File: src/rtl/axi_ddr3_tester.sv
// AXI4 write/read-back traffic generator: writes NUM_BURSTS incrementing-pattern bursts,
// reads them back and counts data, response, ID and rlast framing errors.
module axi_ddr3_tester #(
    parameter int unsigned              ADDRS        = 25,
    parameter int unsigned              WIDTH        = 32,
    parameter int unsigned              MASKS        = 4,
    parameter int unsigned              AXI_ID_WIDTH = 4,
    parameter logic [AXI_ID_WIDTH-1:0]  TEST_ID      = 4'h5,
    parameter int unsigned              BASE_ADDR    = 0,
    parameter int unsigned              BURST_LEN    = 16,
    parameter int unsigned              NUM_BURSTS   = 4
) (
    input  logic                    clock,
    input  logic                    reset,
    input  logic                    start_i,
    output logic                    busy_o,
    output logic                    done_o,
    output logic                    fail_o,
    output logic [15:0]             err_count_o,

    output logic                    axi_awvalid_o,
    input  logic                    axi_awready_i,
    output logic [ADDRS-1:0]        axi_awaddr_o,
    output logic [AXI_ID_WIDTH-1:0] axi_awid_o,
    output logic [7:0]              axi_awlen_o,
    output logic [1:0]              axi_awburst_o,

    output logic                    axi_wvalid_o,
    input  logic                    axi_wready_i,
    output logic                    axi_wlast_o,
    output logic [MASKS-1:0]        axi_wstrb_o,
    output logic [WIDTH-1:0]        axi_wdata_o,

    input  logic                    axi_bvalid_i,
    output logic                    axi_bready_o,
    input  logic [1:0]              axi_bresp_i,
    input  logic [AXI_ID_WIDTH-1:0] axi_bid_i,

    output logic                    axi_arvalid_o,
    input  logic                    axi_arready_i,
    output logic [ADDRS-1:0]        axi_araddr_o,
    output logic [AXI_ID_WIDTH-1:0] axi_arid_o,
    output logic [7:0]              axi_arlen_o,
    output logic [1:0]              axi_arburst_o,

    input  logic                    axi_rvalid_i,
    output logic                    axi_rready_o,
    input  logic                    axi_rlast_i,
    input  logic [1:0]              axi_rresp_i,
    input  logic [AXI_ID_WIDTH-1:0] axi_rid_i,
    input  logic [WIDTH-1:0]        axi_rdata_i
);

    localparam logic [7:0]       LastBeat  = 8'(BURST_LEN - 1);
    localparam logic [7:0]       LastBurst = 8'(NUM_BURSTS - 1);
    localparam logic [ADDRS-1:0] BaseAddr  = ADDRS'(BASE_ADDR);
    localparam logic [ADDRS-1:0] Stride    = ADDRS'(BURST_LEN);

    typedef enum logic [2:0] {
        StIdle, StWrAddr, StWrData, StWrResp, StRdAddr, StRdData, StDone
    } state_e;

    state_e      state_q;
    logic [7:0]  burst_q;
    logic [7:0]  beat_q;
    logic [15:0] idx_q;   // global beat index n, wraps at 2^16

    logic        b_bad;
    logic        r_bad;
    logic        err_hit;
    logic [15:0] err_next;

    function automatic logic [31:0] pattern(input logic [15:0] n);
        return {~n, n};
    endfunction

    assign axi_awid_o    = TEST_ID;
    assign axi_awlen_o   = LastBeat;
    assign axi_awburst_o = 2'b01;
    assign axi_wstrb_o   = '1;
    assign axi_arid_o    = TEST_ID;
    assign axi_arlen_o   = LastBeat;
    assign axi_arburst_o = 2'b01;

    // One error per faulty handshake, regardless of how many fields are wrong.
    always_comb begin
        b_bad = (axi_bresp_i != 2'b00) || (axi_bid_i != TEST_ID);
        r_bad = (axi_rdata_i != pattern(idx_q)) || (axi_rresp_i != 2'b00)
             || (axi_rid_i != TEST_ID) || (axi_rlast_i != (beat_q == LastBeat));
        err_hit = 1'b0;
        if (state_q == StWrResp && axi_bready_o && axi_bvalid_i) err_hit = b_bad;
        if (state_q == StRdData && axi_rready_o && axi_rvalid_i) err_hit = r_bad;
        err_next = (err_hit && err_count_o != 16'hFFFF) ? err_count_o + 16'd1 : err_count_o;
    end

    always_ff @(posedge clock) begin
        if (reset) begin
            state_q       <= StIdle;
            burst_q       <= '0;
            beat_q        <= '0;
            idx_q         <= '0;
            axi_awvalid_o <= 1'b0;
            axi_awaddr_o  <= '0;
            axi_wvalid_o  <= 1'b0;
            axi_wlast_o   <= 1'b0;
            axi_wdata_o   <= '0;
            axi_bready_o  <= 1'b0;
            axi_arvalid_o <= 1'b0;
            axi_araddr_o  <= '0;
            axi_rready_o  <= 1'b0;
            busy_o        <= 1'b0;
            done_o        <= 1'b0;
            fail_o        <= 1'b0;
            err_count_o   <= '0;
        end else begin
            err_count_o <= err_next;
            unique case (state_q)
                StIdle, StDone: begin
                    if (start_i) begin
                        state_q       <= StWrAddr;
                        burst_q       <= '0;
                        beat_q        <= '0;
                        idx_q         <= '0;
                        axi_awvalid_o <= 1'b1;
                        axi_awaddr_o  <= BaseAddr;
                        busy_o        <= 1'b1;
                        done_o        <= 1'b0;
                        fail_o        <= 1'b0;
                        err_count_o   <= '0;
                    end
                end
                StWrAddr: begin
                    if (axi_awvalid_o && axi_awready_i) begin
                        axi_awvalid_o <= 1'b0;
                        axi_wvalid_o  <= 1'b1;
                        axi_wlast_o   <= (LastBeat == 8'd0);
                        axi_wdata_o   <= pattern(idx_q);
                        beat_q        <= '0;
                        state_q       <= StWrData;
                    end
                end
                StWrData: begin
                    if (axi_wvalid_o && axi_wready_i) begin
                        idx_q <= idx_q + 16'd1;
                        if (axi_wlast_o) begin
                            axi_wvalid_o <= 1'b0;
                            axi_wlast_o  <= 1'b0;
                            axi_bready_o <= 1'b1;
                            state_q      <= StWrResp;
                        end else begin
                            beat_q      <= beat_q + 8'd1;
                            axi_wdata_o <= pattern(idx_q + 16'd1);
                            axi_wlast_o <= ((beat_q + 8'd1) == LastBeat);
                        end
                    end
                end
                StWrResp: begin
                    if (axi_bready_o && axi_bvalid_i) begin
                        axi_bready_o <= 1'b0;
                        if (burst_q == LastBurst) begin
                            burst_q       <= '0;
                            idx_q         <= '0;
                            axi_araddr_o  <= BaseAddr;
                            axi_arvalid_o <= 1'b1;
                            state_q       <= StRdAddr;
                        end else begin
                            burst_q       <= burst_q + 8'd1;
                            axi_awaddr_o  <= axi_awaddr_o + Stride;
                            axi_awvalid_o <= 1'b1;
                            state_q       <= StWrAddr;
                        end
                    end
                end
                StRdAddr: begin
                    if (axi_arvalid_o && axi_arready_i) begin
                        axi_arvalid_o <= 1'b0;
                        axi_rready_o  <= 1'b1;
                        beat_q        <= '0;
                        state_q       <= StRdData;
                    end
                end
                StRdData: begin
                    // Burst length is set by the beat counter, not by rlast.
                    if (axi_rready_o && axi_rvalid_i) begin
                        idx_q <= idx_q + 16'd1;
                        if (beat_q == LastBeat) begin
                            axi_rready_o <= 1'b0;
                            if (burst_q == LastBurst) begin
                                state_q <= StDone;
                                busy_o  <= 1'b0;
                                done_o  <= 1'b1;
                                fail_o  <= (err_next != 16'd0);
                            end else begin
                                burst_q       <= burst_q + 8'd1;
                                axi_araddr_o  <= axi_araddr_o + Stride;
                                axi_arvalid_o <= 1'b1;
                                state_q       <= StRdAddr;
                            end
                        end else begin
                            beat_q <= beat_q + 8'd1;
                        end
                    end
                end
                default: state_q <= StIdle;
            endcase
        end
    end

endmodule

File: config.mk
export PLATFORM = sky130hd
export DESIGN_NAME = axi_ddr3_tester
export DESIGN_NICKNAME = d
export VERILOG_FILES = /design/src/rtl/axi_ddr3_tester.sv
export SDC_FILE = /design/constraint.sdc
export NUM_CORES = 1
export LEC_CHECK = 0
export ABC_CLOCK_PERIOD_IN_PS = 4100
export CORE_MARGIN = 1.5
export CORE_UTILIZATION = 28
export CTS_CLUSTER_SIZE = 25
export DETAILED_ROUTE_END_ITERATION = 16
export GPL_ROUTABILITY_DRIVEN = 1
export HOLD_SLACK_MARGIN = 0.08
export PLACE_DENSITY_LB_ADDON = 0.2
export SLEW_MARGIN = 10
export SYNTH_ARGS = -nofsm -noshare
export SYNTH_HDL_FRONTEND = slang
export SYNTH_SLANG_ARGS = --single-unit
File: constraint.sdc
create_clock -name clock -period 4.1 [get_ports clock]
set_input_delay 1.23 -clock clock [delete_from_list [all_inputs] [get_ports clock]]
set_output_delay 1.23 -clock clock [all_outputs]
set_load 0.05 [all_outputs]
==> parameters.txt <==
Parameter                              Value

Clock tree
  Max clock buf depth ... 2
  Insertion delay of the later-clocked pin in the worst-skew pair ... 0.42 ns
  Inserted Clock Buffers ... 17
  Number of levels in the clock H-tree ... 4
  Clock transition at path regs ... 0.07 ns
  TritonCTS clock tree ... yes
  Sinks on Clock Net ... 134
  Count of hold buffers inserted by post-cts repair ... 0
  Root Buffer ... clkbuf_16
  Number of cells upsized or downsized after cts ... 0
  Post-CTS repair timing setup buffer count ... 0

Die
  Starting Density ... 0.2829
  Horizontal die dimension ... about 160 µm
  Number of placement rows ... 59
  Ports placed on the boundary ... 192
  Area of the core region ... 0.02591 mm²
  Die Footprint ... 0.02716 mm²
  Height of the die ... 164.8 µm

Pwr
  Maximum vdd ir drop ... 0.3930 mV
  Final Total Pwr ... between 5 and 6 mW
  Total leakage power ... between 3 and 4 nW
  Areal power density over the cells ... 529.2 mW/mm²

Status
  Status ... complete, no violations

Hold path
  Hold crit path type ... register to register

Worst setup path
  Slowest cell delay on critical path ... 0.53 ns
  CP Data Arrival Time ... ~3.7 ns
  Buf/Inv on CP ... 2
  Worst path cell trace ... clkdlybuf4s50_1 -> xnor2_1 -> or4_1 -> nor4_2 -> buf_4 -> and4_1 -> or4_4 -> mux2i_1 -> and4b_1 -> a311oi_1
  CP endpoint kind ... register
  Largest driver fanout on the critical path ... 6
  Family with the most delay on the worst path ... simple AND/OR/NAND/NOR gates
  CP max stage cell ... or4_1
  Kind of launch point of the worst setup path ... input pin
  Required time of the critical path ... about 4.4 ns
  Worst setup path category ... input pin to register

Synthesis
  Number of synthesized flops with an enable pin ... 0
  Sequential area share after synthesis ... 0.3659
  Cell area after synthesis ... ~0.0073 mm²
  Most common cell in the netlist ... nor2_1
  Count of yosys warnings during synthesis ... 0
  Area leader, netlist ... dfxtp_1
  Cell types with the highest counts after synthesis ... 141 x nor2_1, 134 x dfxtp_1, 94 x nand2_1, 75 x a21oi_1, 54 x o21ai_0
  Average cell area after synthesis ... roughly 7.7 µm²
  Cell types with the largest area share after synthesis ... dfxtp_1 37%, nor2_1 7.2%, xor2_1 6.1%, a21oi_1 5.1%, nand2_1 4.8%
  Portion of synthesized cell area occupied by the leading cell type ... 0.3659
  Post-synthesis cell type count ... 63
  Register bit total from synthesis ... 134
  Gate Count Post-Synth ... 947
  Main synth FF type ... dfxtp_1
  Proportion of synthesized flip-flops having asynchronous set or reset ... 0

Placement
  Routability congestion estimate ... roughly 0.84
  Count of buffers from port buffering ... between 150 and 200
  Total half-perimeter wirelength after legalization and detailed placement ... approximately 16000 µm

STA
  Worst slew slack as a fraction of its limit ... 0.4005
  Least-Margin Pin Slew ... slightly below 0.9 ns
  Worst clock skew ... 0.01383 ns
  Worst-case hold slack ... 0.4585 ns
  Unrepaired setup endpoints after global routing ... no
  Final slew viol count ... 0
  Shortest period the worst path allows ... 3.441 ns
  Setup Viol. Count Final ... 0
  Final Hold Vio Count ... 0
  Highest clock frequency the design can meet ... 290.6 MHz
  Sum Neg Setup Slack ... 0 ns
  Share of the cycle needed by the critical path after routing ... 0.8393

Layout
  Multi-input combinational cell area ... 0.004219 mm²
  Ratio of cells with drive above 1 in the final layout ... 0.05855
  Number of fillers in the final layout ... 2725
  Sequential cell area ... 0.002683 mm²
  Diodes inserted ... 0
  Number of nets in the layout ... about 1100
  Layout-stage area growth over the synthesis result ... 31.34%

Route
  Residual DRC count ... 0
  Antenna Violating Nets Remaining ... 0
  Iteration-0 DRC count of the detailed router ... 543
  Drt via density ... 4.765
  First-pass iteration count of the detailed router ... 6
  Routed length per placed instance ... 14.71 µm
  DR vias ... between 6000 and 7000
  Total Routed Length ... ~21000 µm

Global route
  Antenna violations before repair ... 1
  Overall fraction of global-route tracks in use ... 0.1549
  Largest net degree at the start of global routing ... 38
  First-pass GRT wire length ... roughly 33000 µm
  Remaining global-route overflow ... 0
  Via count of the first global-routing pass ... between 6000 and 7000

Flow run
  Max Cap Viol ... 0
==> registers in the layout (all words and copies together), names as in the netlist <==
name / cells
axi_araddr_o: 21
axi_arvalid_o: 1
axi_awaddr_o: 21
axi_awvalid_o: 1
axi_bready_o: 1
axi_rready_o: 1
axi_wdata_o: 32
axi_wlast_o: 1
axi_wvalid_o: 1
beat_q: 8
burst_q: 8
busy_o: 1
done_o: 1
err_count_o: 16
fail_o: 1
idx_q: 16
state_q: 3
==> stage by stage <==
step           utilization  setup WS [ns]  instances  instance area, µm²
3_3_place_gp        0.3479        0.09075       1396                9015
2_1_floorplan            -          1.038        985                7473
4_1_cts             0.3716         0.6174       1428                9628
5_1_grt             0.3716         0.4230       1428                9628
3_5_place_dp        0.3479         0.1635       1396                9015
6_report            0.3716         0.6587       1428                9628
==> area by class of cell <==
cell class                      instances  area share
Inverter                               14    0.005458
Sequential cell                       134      0.2786
Timing Repair Buffer                  169      0.1705
Clock buffer                           18     0.04561
Tap cell                              335     0.04353
Clock inverter                         14     0.01806
Multi-Input combinational cell        744      0.4382
==> path summary, 6_finish.rpt <==
check / startpoint / end / slack [ns] / depth (start not counted)
worst min register to register: axi_wdata_o[16] / axi_wdata_o[16] / 0.46 / 2
worst max-delay path: axi_rdata_i[26] / fail_o / 0.66 / 10
worst max register to register: state_q[1] / fail_o / 1.01 / 9
worst min-delay path: axi_wdata_o[16] / axi_wdata_o[16] / 0.46 / 2
==> cell usage in the layout, fill, tap and decap left out, types with 17 or more instances in the layout <==
cell             netlist  layout
a21oi_1               75      75
and3_1                24      24
buf_4                 41      18
clkbuf_16              0      17
clkdlybuf4s50_1        0     150
conb_1                 2      40
dfxtp_1              134     134
nand2_1               94      94
nand3_1               27      27
nand4_1               27      27
nor2_1               141     141
nor3_1                17      17
o21ai_0               54      54
or3_1                 27      27
xnor2_1               32      32
xor2_1                51      51
==> kinds of logic after synthesis <==
logic type,Yosys count,share of synthesized area
simple gates,429,0.2908
buf+inv,107,0.07800
fa+ha+maj,7,0.01195
other cells,2,0.001024
compound gates,175,0.1393
xor+xnor,83,0.09916
flops,134,0.3659
mux,10,0.01383
==> worst reg2reg max path, delay by kind of cell, from the launching register on <==
kind / cells / cell delay [ns]
and+or+nand+nor: 6 / 2.06
DFF: 1 / 0.47
muxes: 1 / 0.19
buffers and inverters: 1 / 0.17
AOI/OAI and AO/OA: 1 / 0.08
==> per-layer routing <==
layer / GRT usage / wire, µm / part of all wire
met5: 0 / 0 / 0
met4: 0.04832 / 327 / 0.016
met3: 0.04470 / 1323 / 0.063
met2: 0.2504 / 9760 / 0.46
met1: 0.1981 / 9597 / 0.46
==> power breakdown <==
group          total [mW]  internal [mW]  switching [mW]
clock                1.61          0.944           0.665
combinational        1.91          0.601            1.31
sequential           1.58           1.46           0.112
(Power assumes the default switching activity.)
